<file path="config.mk">
export PLATFORM = sky130hd
export DESIGN_NAME = simulate
export DESIGN_NICKNAME = d
export VERILOG_FILES = /design/src/rtl/simulate.sv
export SDC_FILE = /design/constraint.sdc
export NUM_CORES = 1
export LEC_CHECK = 0
export CORE_ASPECT_RATIO = 0.75
export CORE_MARGIN = 2
export CORE_UTILIZATION = 64
export DETAILED_ROUTE_END_ITERATION = 10
export GPL_TIMING_DRIVEN = 0
export HOLD_SLACK_MARGIN = 0.08
export PLACE_DENSITY = 0.95
export RECOVER_POWER = 50
export SLEW_MARGIN = 20
export SYNTH_ARGS = -nofsm -noshare
export SYNTH_HDL_FRONTEND = slang
export SYNTH_SLANG_ARGS = --single-unit
export TNS_END_PERCENT = 10
</file>
<file path="constraint.sdc">
create_clock -name i_clk -period 4.5 [get_ports i_clk]
set_clock_uncertainty 0.2 [all_clocks]
set_input_delay 1.125 -clock i_clk [delete_from_list [all_inputs] [get_ports i_clk]]
set_output_delay 1.125 -clock i_clk [all_outputs]
set_load 0.01 [all_outputs]
</file>
<file path="src/rtl/simulate.sv">
// rtl/simulate.sv - triangle-wave LED brightness ramp driving a PWM LED output
// simulate_ramp owns the prescaler and brightness level; simulate adds the PWM stage.

module simulate_ramp #(
    parameter int CNT_MAX = 1023,
    parameter int PWM_W   = 10
) (
    input  logic             i_clk,
    input  logic             i_rst,
    input  logic [10:0]      i_speed,
    output logic [PWM_W-1:0] o_level
);

    localparam logic [10:0] CNT_TOP = 11'(CNT_MAX);

    logic [10:0] r_presc;
    logic [10:0] r_count_cur;
    logic        r_dir;
    logic        tick;

    // >= rather than == so a lowered i_speed fires at once instead of waiting for a wrap
    assign tick = (r_presc >= i_speed);

    always_ff @(posedge i_clk or posedge i_rst) begin
        if (i_rst) begin
            r_presc <= 11'd0;
        end else if (tick) begin
            r_presc <= 11'd0;
        end else begin
            r_presc <= r_presc + 11'd1;
        end
    end

    always_ff @(posedge i_clk or posedge i_rst) begin
        if (i_rst) begin
            r_count_cur <= 11'd0;
            r_dir       <= 1'b0;
        end else if (tick) begin
            if (!r_dir) begin
                // Turn around on the peak itself so the top level lasts a single step
                if (r_count_cur >= CNT_TOP) begin
                    r_dir       <= 1'b1;
                    r_count_cur <= CNT_TOP - 11'd1;
                end else begin
                    r_count_cur <= r_count_cur + 11'd1;
                end
            end else begin
                if (r_count_cur == 11'd0) begin
                    r_dir       <= 1'b0;
                    r_count_cur <= 11'd1;
                end else begin
                    r_count_cur <= r_count_cur - 11'd1;
                end
            end
        end
    end

    assign o_level = r_count_cur[PWM_W-1:0];

endmodule

module simulate #(
    parameter int CNT_MAX = 1023,
    parameter int PWM_W   = 10
) (
    input  logic        i_clk,
    input  logic        i_rst,
    input  logic [10:0] i_speed,
    output logic        o_led
);

    logic [PWM_W-1:0] level;
    logic [PWM_W-1:0] r_pwm;

    simulate_ramp #(
        .CNT_MAX(CNT_MAX),
        .PWM_W  (PWM_W)
    ) simulate_cycle (
        .i_clk  (i_clk),
        .i_rst  (i_rst),
        .i_speed(i_speed),
        .o_level(level)
    );

    always_ff @(posedge i_clk or posedge i_rst) begin
        if (i_rst) begin
            r_pwm <= '0;
            o_led <= 1'b0;
        end else begin
            r_pwm <= r_pwm + 1'b1;
            o_led <= (r_pwm < level);
        end
    end

endmodule

</file>
# Yosys cells after proc, flatten, opt, wreduce, memory -nomap -nowiden
# Index checks and enable logic that the tools add are counted.
# totals
reg_bits	34
# op_classes
add_sub_neg	4
magnitude_cmp	3
mux	7
reduce_logical	1
# ops
op	n
11-bit two-way mux	4
11-bit by 1-bit adder with 11-bit output (second input constant)	2
11-bit by 10-bit greater-or-equal comparator with 1-bit output (second input constant)	1
11-bit greater-or-equal comparator	1
11-bit logical NOT	1
11-bit by 1-bit subtractor with 11-bit output (second input constant)	1
10-bit by 1-bit adder with 10-bit output (second input constant)	1
10-bit < comparator	1
1-bit two-way mux	3

# Longest topological paths before layout
# Gate-level depths: netlist of the first run.
# logic_depth
ltp_word	3
mapped_depth	8

# Cells and area by module
# From an unflattened synthesis of the first run, not the netlist that was laid out.
# unflattened
hier_cells	286
area_unflattened_um2	2481.1
# modules_own_cells
mod	instances	cells_per_inst	area_each_um2
simulate_ramp	1	220	1814.2
simulate	1	66	666.9

# Worst setup path before layout of the first run
# No wires, ideal clock.
# synth_path
path_kind	input-to-reg
startpoint	input i_speed[0]
endpoint	register simulate_cycle.r_count_cur[7]
setup_ns	0.127
arrival_ns	2.967
t_required_ns	4.173
slack_ns	1.206
stages	6
cell_sequence	ha_1 -> nand2b_1 -> a211o_1 -> a2111oi_4 -> o21ai_1 -> mux2_1
# synth_via
elab_chain_cells	1
# synth_rtl
item	line_no	rtl
from (decl)	68	input logic [10:0] i_speed,
11-bit greater-or-equal comparator	22	assign tick = (r_presc >= i_speed);
to (signal assigned)	43	r_count_cur <= CNT_TOP - 11'd1;
to (signal assigned)	45	r_count_cur <= r_count_cur + 11'd1;
to (signal assigned)	52	r_count_cur <= r_count_cur - 11'd1;
to (decl)	17	logic [10:0] r_count_cur;
# No other way between the ends.
# A chain may end at the register's enable or synchronous reset.

# Final worst setup path of the first run
# layout_path
startpoint	input i_speed[0]
endpoint	register simulate_cycle.r_presc[10]
# layout_via
elab_chain_cells	2
# layout_rtl
item	line_no	rtl
11-bit greater-or-equal comparator	22	
11-bit two-way mux	27	end else if (tick) begin
to (signal assigned)	30	r_presc <= r_presc + 11'd1;
to (decl)	16	logic [10:0] r_presc;
# No other way between the ends.

==> impl_results.md, run 1 <==
- Post-synth ARST share: 100%
- Kind of critical path: input port to register
- I/O pin count: 14
- Peak supply drop: 0.344 mV
- Site Rows: 19
- Largest net degree at the start of global routing: 35
- Req. time, crit path: 4510 ps
- Critical path cell sequence: clkdlybuf4s50_1 -> ha_1 -> nand2b_1 -> a211o_1 -> a2111oi_4 -> o21ai_1 -> clkbuf_1 -> nor2_1
- Per-cell routed wire length: 16.6 um
- Maxcap violations: 0
- Worst path max stage delay: 650 ps
- Relative slew slack: 15.4%
- Cells after Synth: 268
- Final period util: 86.4%
- CTS root buf: clkbuf_8
- Initial antenna violation count: 0
- Max Fanout on Critical Path: 10
- Final GP Congestion: 1.00
- H-tree Lvls: 2
- Final count of hold timing violations: 0
- Distinct cells, synth: 49
- Net count after synthesis: 306
- # hold bufs at CTS: 0
- RSZ-0062 raised after global routing: false
- Initial drt markers: 335
- Die Width: 75.6 um
- CP Buf/Inv Count: 2
- CP max stage cell: a2111oi_4
- Post-CTS sizing: 0
- Yosys Warn Count: 0
- Chip Height: 57.7 um
- Postcts setup bufs: 0
- Clock Latency Late Sink: 280 ps
- Setup_tns: 0 ps
- Detail Route Antenna Nets: 0
- Slew @ Worst Pin: 1270 ps
- DIE AREA: 4360 um2
- Remaining Overflow, GRT: 0
- Seq/Total Area, Yosys: 34.6%
- # fillers: 270
- CORE AREA: 3660 um2
- Ant. Diodes: 0
- Leakage power: 1.25 nW
- Storage cell area: 851 um2
- Share of cells above drive strength 1: 5.54%
- Slew Limit Fails: 0
- Top_reg_cell synth: dfrtp_1
- Max clock buf depth: 2
- Power per cell area: 407 nW/um2
- Via/cell ratio: 6.50
- First-pass DRT Iterations: 5
- Vias in the first global route: 2077
- Worst Setup End Kind: register
- Clock slew at reported path FFs: 70 ps
- Flops & latches, synth: 34
- P&R area growth vs syn: 11.7%
- Status: finished, final reports clean
- Arrival time worst endpoint: 3890 ps
- Post-synthesis cell area: 2460 um2
- CTS tree: built
- CP Launch Type: input port
- Num CTS Buffers: 5
- HP Class: register to register
- CP top delay family: compound AO/OA/AOI/OAI gates
- Mean Syn Cell Area: 9.17 um2
- Min cycle time layout: 3890 ps
- First-pass GRT wire length: 9580 um
- Number of nets in the layout: 326
- EDFF count, synth: 0
- Post-route DRC: 0
- Max Freq: 257 MHz
- Sink Count: 34
- # setup viols final: 0
- Total detailed-routing wirelength: 5660 um
- Area of the multi-input gates: 1480 um2
- Total GRT Usage: 29.0%
- HPWL after DPL: 4190 um
- Vias: 2216
- Port-buffer cells: 13
- Initial core utilization: 67.2%
- Final core utilization: 75.0%
state kept, by name (all words and copies together), names as in the netlist:
| name | cells |
|---|---|
| simulate_cycle.r_dir | 1 |
| simulate_cycle.r_presc | 11 |
| simulate_cycle.r_count_cur | 11 |
| o_led | 1 |
| r_pwm | 10 |
where the power goes:
group	total [mW]	internal (mW)	switching (mW)	leakage [nW]
registers	0.449	0.362	0.0872	0.403
logic	0.437	0.182	0.255	0.797
clock network	0.230	0.123	0.107	0.0482
cells in the final DEF, fill, tap and decap left out, types with 6 or more instances in the layout:
cell type	synthesis	layout
inv_1	25	25
o211ai_1	12	12
xor2_1	9	9
o21ai_0	11	11
nand2_1	9	9
clkbuf_1	8	9
xnor2_1	8	8
nand3_1	13	13
clkbuf_8	0	6
dfrtp_1	34	34
nand4_1	10	10
clkdlybuf4s50_1	0	12
a21oi_1	8	8
nor2_1	24	24
ha_1	25	25
synth_stat cells, drive strengths merged, types with 2 or more instances:
| master | instances | share of area (%) |
|---|---|---|
| nand3 | 13 | 2.6 |
| o21ai | 14 | 2.8 |
| and4 | 2 | 0.71 |
| or4 | 5 | 1.5 |
| o2111ai | 3 | 1.1 |
| inv | 25 | 3.8 |
| o22ai | 3 | 0.76 |
| nor3b | 2 | 0.61 |
| dfrtp | 34 | 35 |
| xor2 | 9 | 3.2 |
| and2 | 3 | 0.76 |
| and3 | 3 | 0.76 |
| o211ai | 12 | 3.7 |
| nor2 | 25 | 3.9 |
| a21oi | 8 | 1.6 |
| nor4 | 3 | 1.4 |
| o21a | 5 | 1.5 |
| mux2 | 4 | 2.0 |
| mux2i | 3 | 1.2 |
| nand2b | 3 | 0.76 |
| xnor2 | 8 | 2.8 |
| nand2 | 9 | 1.4 |
| or3 | 5 | 1.3 |
| a211oi | 2 | 0.61 |
| clkbuf | 8 | 1.2 |
| nor3 | 3 | 0.61 |
| nand4 | 10 | 2.5 |
| a21o | 2 | 0.61 |
| a31oi | 2 | 0.51 |
| ha | 25 | 13 |
| o41ai | 3 | 1.4 |
through the flow:
stage | setup WS (ps) | total power [mW] | instances | hold slack [ps] | cell area [um2]
after floorplan | 1210 | 0.747 | 268 | 249 | 2460
after global placement | 471 | 0.845 | 333 | 265 | 2650
after detailed placement | 384 | 0.871 | 333 | 275 | 2650
after CTS | 646 | 1.11 | 341 | 283 | 2750
after global routing | 495 | 1.19 | 341 | 289 | 2750
final | 613 | 1.12 | 341 | 281 | 2750
layout make-up:
class	count	share of cell area (%)
Tap cell	52	2.37
Sequential cell	34	31.0
Multi-Input combinational cell	200	53.9
Inverter	25	3.42
Clock buffer	7	3.14
Timing Repair Buffer	13	4.74
Clock inverter	1	0.182
Buffer	9	1.28
worst paths after layout:
check                      cells after the start                            end  slack, ps                      start
min in group asynchronous                      2      simulate_cycle.r_presc[4]       1430                      i_rst
setup reg to reg                               8     simulate_cycle.r_presc[10]       1330  simulate_cycle.r_presc[0]
hold reg to reg                                1                       r_pwm[9]        280                   r_pwm[9]
setup / recovery                               8     simulate_cycle.r_presc[10]        610                 i_speed[0]
max in group asynchronous                      2  simulate_cycle.r_count_cur[8]       1910                      i_rst
hold / removal                                 1                       r_pwm[9]        280                   r_pwm[9]
layer usage:
| layer | part of all wire, % | GRT usage [%] | vias up |
|---|---|---|---|
| met4 | 2.1 | 9.02 | 0 |
| met1 | 46 | 45.6 | 1031 |
| met2 | 41 | 38.3 | 134 |
| met3 | 11 | 8.35 | 21 |
| li1 | - | - | 1030 |
| met5 | 0 | 0 | - |
cells by family (layout without fill, tap and decap cells):
kind of cell / Yosys count / count (layout) / share of synthesized area, %
AND/OR/NAND/NOR: 89 / 89 / 19.9
AO/OA/AOI/OAI: 62 / 62 / 18.3
flip-flops: 34 / 34 / 34.6
buffers and inverters: 34 / 55 / 5.24
adder cells (fa/ha/maj): 25 / 25 / 12.7
XOR/XNOR: 17 / 17 / 6.06
multiplexers: 7 / 7 / 3.21
worst reg2reg max path, cell delays in order (launching register included):
cell and delay [ps]:
dfrtp_1 470, inv_1 80, ha_1 260, nand2b_1 140, a211o_1 320, a2111oi_4 650, o21ai_1 420, clkbuf_1 370
nor2_1 190
Power figures use the tool's default switching activity.
==> run 2, diff against run 1 <==
SKIP_LAST_GASP = 1   (was unset)
==> results of run 2 <==
Final layout, timing and power as in run 1 (identical DEF).
